--- config.mk ---
export PLATFORM = sky130hd
export DESIGN_NAME = jtopl_slot_regs
export DESIGN_NICKNAME = d
export VERILOG_FILES = /design/src/rtl/jtopl_slot_regs.sv
export SDC_FILE = /design/constraint.sdc
export NUM_CORES = 2
export LEC_CHECK = 0
export ABC_AREA = 1
export CAP_MARGIN = 20
export CELL_PAD_IN_SITES_DETAIL_PLACEMENT = 1
export CELL_PAD_IN_SITES_GLOBAL_PLACEMENT = 2
export CORE_UTILIZATION = 38
export CTS_CLUSTER_SIZE = 12
export DETAILED_ROUTE_END_ITERATION = 8
export PLACE_DENSITY_LB_ADDON = 0.1
export SYNTH_ARGS = -nofsm -noshare
export SYNTH_HDL_FRONTEND = slang
export SYNTH_SLANG_ARGS = --single-unit
--- constraint.sdc ---
create_clock -name clk -period 2.8 [get_ports clk]
set_input_delay 0.28 -clock clk [delete_from_list [all_inputs] [get_ports clk]]
set_output_delay 0.28 -clock clk [all_outputs]
set_load 0.1 [all_outputs]
--- src/rtl/jtopl_slot_regs.sv ---
// jtopl_slot_regs
// Per-slot parameter store and slot sequencer for the OPL2 envelope path.
// The CPU writes an index (addr=0) and then data (addr=1). Operator fields
// (20h/40h/60h/80h + offset) and channel fields (A0h..A8h, B0h..B8h) are
// stored. One slot per cenop is then replayed, aligned to the zero pulse,
// onto stage-I, stage-II and stage-IV buses for jtopl_eg.
//
// Ports:
//   clk, rst      system clock, synchronous active-high reset
//   cenop         operator-rate clock enable
//   zero          slot-0 marker, only looked at when cenop=1
//   wr, addr, din CPU write strobe, port select (0 index / 1 data), data
//   *_I           stage-I fields for the slot currently shown
//   ksr_II        ksr of the slot shown one cenop earlier
//   amsen_IV, ksl_IV, tl_IV  fields of the slot shown three cenop earlier
module jtopl_slot_regs (
  input  logic       clk,
  input  logic       rst,
  input  logic       cenop,
  input  logic       zero,
  input  logic       wr,
  input  logic       addr,
  input  logic [7:0] din,
  output logic       en_sus_I,
  output logic [3:0] arate_I,
  output logic [3:0] drate_I,
  output logic [3:0] sl_I,
  output logic [3:0] rrate_I,
  output logic       keyon_I,
  output logic [9:0] fnum_I,
  output logic [2:0] block_I,
  output logic       ksr_II,
  output logic       amsen_IV,
  output logic [1:0] ksl_IV,
  output logic [5:0] tl_IV
);

  localparam int NUM_SLOTS = 18;
  localparam int NUM_CH    = 9;

  logic [7:0] idx_reg;

  // Reg 20h only contributes AM (bit7), EG-type (bit5) and KSR (bit4).
  logic [2:0] r20_mem [NUM_SLOTS];
  logic [7:0] r40_mem [NUM_SLOTS];
  logic [7:0] r60_mem [NUM_SLOTS];
  logic [7:0] r80_mem [NUM_SLOTS];
  logic [7:0] fnl_mem [NUM_CH];
  logic [5:0] b0_mem  [NUM_CH];

  logic [4:0] ptr_reg;
  logic [4:0] ptr_next;

  // Slot -> channel map: row = s/6, column = s%6, channel = 3*row + col%3.
  logic [3:0] ch_lut [NUM_SLOTS];
  for (genvar gi = 0; gi < NUM_SLOTS; gi++) begin : g_ch_lut
    assign ch_lut[gi] = 4'((gi / 6) * 3 + (gi % 6) % 3);
  end

  // Write address decode from the latched index.
  logic [1:0] wr_row;
  logic [2:0] wr_col;
  logic       op_ok;
  logic       ch_ok;
  logic [4:0] wr_slot;
  logic [3:0] wr_ch;

  assign wr_row  = idx_reg[4:3];
  assign wr_col  = idx_reg[2:0];
  assign op_ok   = (wr_row != 2'd3) && (wr_col < 3'd6);
  assign wr_slot = {3'b000, wr_row} * 5'd6 + {2'b00, wr_col};
  assign wr_ch   = idx_reg[3:0];
  assign ch_ok   = (wr_ch < 4'd9);

  logic we20, we40, we60, we80, we_a0, we_b0;
  assign we20  = (idx_reg[7:5] == 3'd1) && op_ok;
  assign we40  = (idx_reg[7:5] == 3'd2) && op_ok;
  assign we60  = (idx_reg[7:5] == 3'd3) && op_ok;
  assign we80  = (idx_reg[7:5] == 3'd4) && op_ok;
  assign we_a0 = (idx_reg[7:4] == 4'hA) && ch_ok;
  assign we_b0 = (idx_reg[7:4] == 4'hB) && ch_ok;

  // Register file: reset clears everything, writes land one clk after wr.
  always_ff @(posedge clk) begin
    if (rst) begin
      idx_reg <= '0;
      for (int i = 0; i < NUM_SLOTS; i++) begin
        r20_mem[i] <= '0;
        r40_mem[i] <= '0;
        r60_mem[i] <= '0;
        r80_mem[i] <= '0;
      end
      for (int i = 0; i < NUM_CH; i++) begin
        fnl_mem[i] <= '0;
        b0_mem[i]  <= '0;
      end
    end else if (wr) begin
      if (!addr) begin
        idx_reg <= din;
      end else begin
        if (we20)  r20_mem[wr_slot] <= {din[7], din[5], din[4]};
        if (we40)  r40_mem[wr_slot] <= din;
        if (we60)  r60_mem[wr_slot] <= din;
        if (we80)  r80_mem[wr_slot] <= din;
        if (we_a0) fnl_mem[wr_ch]   <= din;
        if (we_b0) b0_mem[wr_ch]    <= din[5:0];
      end
    end
  end

  always_comb begin
    ptr_next = ptr_reg + 5'd1;
    if (zero || ptr_reg == 5'd17) begin
      ptr_next = '0;
    end
  end

  logic [3:0] rd_ch;
  assign rd_ch = ch_lut[ptr_next];

  // Stage pipeline for the delayed buses: {amsen, ksl, tl}.
  logic       ksr_s1_reg;
  logic [8:0] iv_s1_reg;
  logic [8:0] iv_s2_reg;
  logic [8:0] iv_s3_reg;

  // Readout uses the pre-edge memory contents, so a write on the same clk
  // as a slot's readout only becomes visible on its next visit.
  always_ff @(posedge clk) begin
    if (rst) begin
      ptr_reg    <= '0;
      en_sus_I   <= 1'b0;
      arate_I    <= '0;
      drate_I    <= '0;
      sl_I       <= '0;
      rrate_I    <= '0;
      keyon_I    <= 1'b0;
      fnum_I     <= '0;
      block_I    <= '0;
      ksr_s1_reg <= 1'b0;
      ksr_II     <= 1'b0;
      iv_s1_reg  <= '0;
      iv_s2_reg  <= '0;
      iv_s3_reg  <= '0;
      amsen_IV   <= 1'b0;
      ksl_IV     <= '0;
      tl_IV      <= '0;
    end else if (cenop) begin
      ptr_reg    <= ptr_next;
      en_sus_I   <= r20_mem[ptr_next][1];
      arate_I    <= r60_mem[ptr_next][7:4];
      drate_I    <= r60_mem[ptr_next][3:0];
      sl_I       <= r80_mem[ptr_next][7:4];
      rrate_I    <= r80_mem[ptr_next][3:0];
      keyon_I    <= b0_mem[rd_ch][5];
      block_I    <= b0_mem[rd_ch][4:2];
      fnum_I     <= {b0_mem[rd_ch][1:0], fnl_mem[rd_ch]};
      ksr_s1_reg <= r20_mem[ptr_next][0];
      ksr_II     <= ksr_s1_reg;
      iv_s1_reg  <= {r20_mem[ptr_next][2], r40_mem[ptr_next]};
      iv_s2_reg  <= iv_s1_reg;
      iv_s3_reg  <= iv_s2_reg;
      amsen_IV   <= iv_s3_reg[8];
      ksl_IV     <= iv_s3_reg[7:6];
      tl_IV      <= iv_s3_reg[5:0];
    end
  end

endmodule

==> out/results.txt <==
The run finished, with violations left. The final reports fail on design-rule violations. Derived from the worst setup path, the maximum achievable clock frequency is 365 MHz.

The share of the cycle needed by the critical path after routing is 97.9%, and the count of input and output buffers is 54. The tools report the first-iteration detailed-routing DRC count as 3311. The most congested layer reported by global routing is met2. The logs give 3.22 ns for the arrival time reported for the critical path endpoint and 9 for the number of detailed-route iterations in the first pass. The floorplan has 129 rows.

The leakage component of the power is 24.1 nW, and the data required time at the worst endpoint is 3.28 ns. By count the netlist is led by 1032 x edfxtp_1, 999 x nor2_1, 664 x nand2_1. The register area came out at 32600 sq um. The worst path needs 2.74 ns of the cycle, external delays included. The run gives 77 as the pin count of the biggest net entering global routing. The number of design rule violations left after detail routing is 26, and the number of buffers and inverters on the critical path is 5. After clock tree synthesis, the clock-pin slew on the worst setup and hold paths is 0.06 ns.

Walking the worst path, the cells encountered are buf_4, ha_1, a21oi_2, inv_1, nor3_4, nand2_1, nor2_1, buf_4, inv_1, nor2_2, nand2_1, nor2_2, nand2_1, nand2_1, buf_4. The per-cell routed wire length works out to 25.2 um. The hold violation count in the final report was 0; the multi-input combinational cell area was 14000 sq um.

The cell sitting at the root of the clock tree is a clkbuf_16. The run gives 58.0% as the worst slew margin relative to its limit. Setup repair after global routing could not meet its margin everywhere. After detailed placement, the total cell area comes to 55300 sq um.

For this configuration, the core starts out at a cell density of 38.4%. For the final routed database, the setup TNS stands at 0 ns. For this run, the register share of the synthesized area comes to 68.4%. In the post-synthesis netlist, the cell with the most instances is edfxtp_1. Yosys printed 0 warnings. The clock passes through at most 3 buffers. In this run the vertical extent of the chip is 356 um. The tools report the met2 routing resource usage after global routing as 43.5%. Among cell families on the critical path, the largest total delay comes from simple AND/OR/NAND/NOR gates. The area growth from synthesis to final layout came out at 28.0%.

The worst hold-check path type is input port to flip-flop. The share of the synthesized area in the top cell type is 65.0%. The library cell with the largest summed area after synthesis is edfxtp_1.

In this run, post-CTS hold repair placed 0 buffers. The tools report the post-route total power as 0.0405 W. After synthesis, the cell types taking the most area are edfxtp_1 65%, nor2_1 7.9%, nand2_1 5.2%. The largest registers in the layout are r40_mem (256), r60_mem (256), r80_mem (256). The logs give 117000 um for the post-DP HPWL and 0.78 ns for the clock network latency to the later pin of the worst-skew pair.

At the pin with the least slew margin, the transition time is 0.630 ns. The share of cells above drive strength 1 was 22.0%; the post-route cell area was 61000 sq um. TritonCTS created 131 clock buffers. The async set-reset flop share out of synthesis is 0%, and the number of nets in the final layout is 5064. The H-tree was split into 4 levels.

The synthesized design contains 1114 register bits. In this design, the stage delay of the slowest critical-path cell is 0.32 ns. Each instance of the synthesized netlist takes up on average 10.7 sq um.

The logs give 36400 for the detailed-route via count and 247000 um for the global-route wire length before repair. The tools report the startpoint type of the worst setup path as a flip-flop. The type of destination of the critical path is a flip-flop. In this run the worst path has a maximum fanout of 6. For met1 alone, demand over resource in global routing was 36.9%. Final hold analysis gives a worst-case slack of 0.0711 ns. For the final database, setup skew stands at 0.0287 ns. The filler cells instantiated in the layout total 13200. The placer's final routability congestion estimate came out at 0.822.

55 I/O pins were placed. The number of global-route vias before repair was 37300. The tools report the final count of pins violating max slew as 0. For this design the ratio of total power to cell area is 664 nW/um^2. After technology mapping, the gate count stands at 4440.

The logs give 127000 sq um for the total die area and 0 for the global-route congestion overflow total. The die is 356 um wide. Summed over all layers, the routed wires come to 171000 um. TritonCTS built the clock tree. The initial antenna violation count was 3; the all-layer global routing usage was 26.5%. For this run, global-route usage on met3 was measured as 3.50%.

Setup violations remaining at the end of the flow were counted as 0. The slowest stage of the critical path is the dfxtp_2 cell. VDD sags by at most 0.668 mV. The via count normalized by instance count was 5.36; the post-synthesis cell area was 47700 sq um. By startpoint and endpoint, the worst setup path is classified as flip-flop to flip-flop.

In the synthesized netlist the dominant register cell turns out to be edfxtp_1. The number of sinks on the clock net was 1114; the number of routed nets with antenna violations was 0. The synthesized design contains 1032 enable-type register cells. The most numerous cell type found on the critical path is nand2_1.

Across the run, the number of max-cap violations was 0. The tools report the distinct cell type count after synthesis as 36. The core box area is 124000 sq um.
cells in the final DEF (no fill, tap or decap), types with 9 or more instances in the layout:
master and n:
nor2_4 17, conb_1 42, a22oi_1 52, or2_2 53, nand2_2 61, edfxtp_1 1032, nor2_1 940, buf_12 112
a21oi_1 173, clkbuf_1 32, buf_6 54, nor2_2 47, nand2_1 594, inv_2 14, nand3_2 18, nand3b_1 45
o211ai_1 211, nand3_1 275, clkdlybuf4s50_1 12, o21ai_1 19, inv_1 178, clkinv_2 19, buf_4 499, o21ai_0 258
clkbuf_16 152, nand2_4 13, nor3_1 10, clkinv_1 34, dfxtp_1 78, bufinv_16 9
stage by stage:
| step | utilization (%) | instances | setup WS (ns) |
|---|---|---|---|
| floorplan | - | 4481 | -0.107 |
| global placement | 44.6 | 6514 | -0.423 |
| detailed placement | 44.6 | 6514 | -0.429 |
| CTS | 48.1 | 6751 | 0.00511 |
| global route | 49.2 | 6780 | -0.0743 |
| finish | 49.2 | 6781 | 0.0581 |
final cells by class:
cell class	count	area share, %
tap	1637	3.36
inverter	214	1.35
clock buffer	177	5.99
antenna	1	0.00410
timing repair buffer	702	12.0
clock inverter	57	0.931
multi-input combinational	2879	22.9
sequential	1114	53.5
final timing paths:
path | from | endpoint | slack, ns | depth (start not counted)
setup / recovery | idx_reg[3]$_SDFFE_PP0P_ | r60_mem[11][3]$_SDFFCE_PN0P_ | 0.06 | 15
hold reg to reg | iv_s3_reg[7]$_SDFFE_PP0P_ | ksl_IV[1]$_SDFFE_PP0P_ | 0.48 | 2
setup reg to reg | idx_reg[3]$_SDFFE_PP0P_ | r60_mem[11][3]$_SDFFCE_PN0P_ | 0.06 | 15
hold / removal | cenop | ptr_reg[4]$_SDFFE_PP0P_ | 0.07 | 4
worst register-to-register path, delay by kind of cell (launching register included):
kind / cells / cell delay, ns
AND/OR/NAND/NOR: 8 / 1.09
buffers and inverters: 5 / 0.65
AO/OA/AOI/OAI: 1 / 0.17
adder cells (fa/ha/maj): 1 / 0.20
flip-flops: 1 / 0.32
per-layer routing:
layer / wire, um / up-vias
met5: 11 / -
met4: 4000 / 2
met3: 7630 / 225
met2: 81500 / 870
met1: 77600 / 18600
li1: - / 16700
logic make-up (layout without fill, tap and decap cells):
logic type	Yosys count	in the layout	share of synthesized area, %
compound gates	736	736	9.18
flops	1114	1114	68.4
fa+ha+maj	8	8	0.226
buf+inv	488	1150	4.05
simple gates	2091	2091	18.1
other cells	1	43	0.00787
xor+xnor	2	2	0.0368
report_power, final:
part / internal [W] / total, W / switching, W
combinational: 0.00167 / 0.00481 / 0.00314
clock: 0.0100 / 0.0170 / 0.00697
sequential: 0.0185 / 0.0187 / 0.000210
total: 0.0302 / 0.0405 / 0.0103
what timing repair did:
| item | 4_1_cts | 5_1_grt |
|---|---|---|
| cloned | 1 | 15 |
| endpoints found under the hold margin | 0 | 0 |
| pin swaps | 9 | 21 |
| gates resized for setup | 39 | 218 |
| buffers inserted | 2 | 15 |
| endpoints found under the setup margin | 864 | 1034 |
No activity file was read; power rests on OpenSTA's default activity.
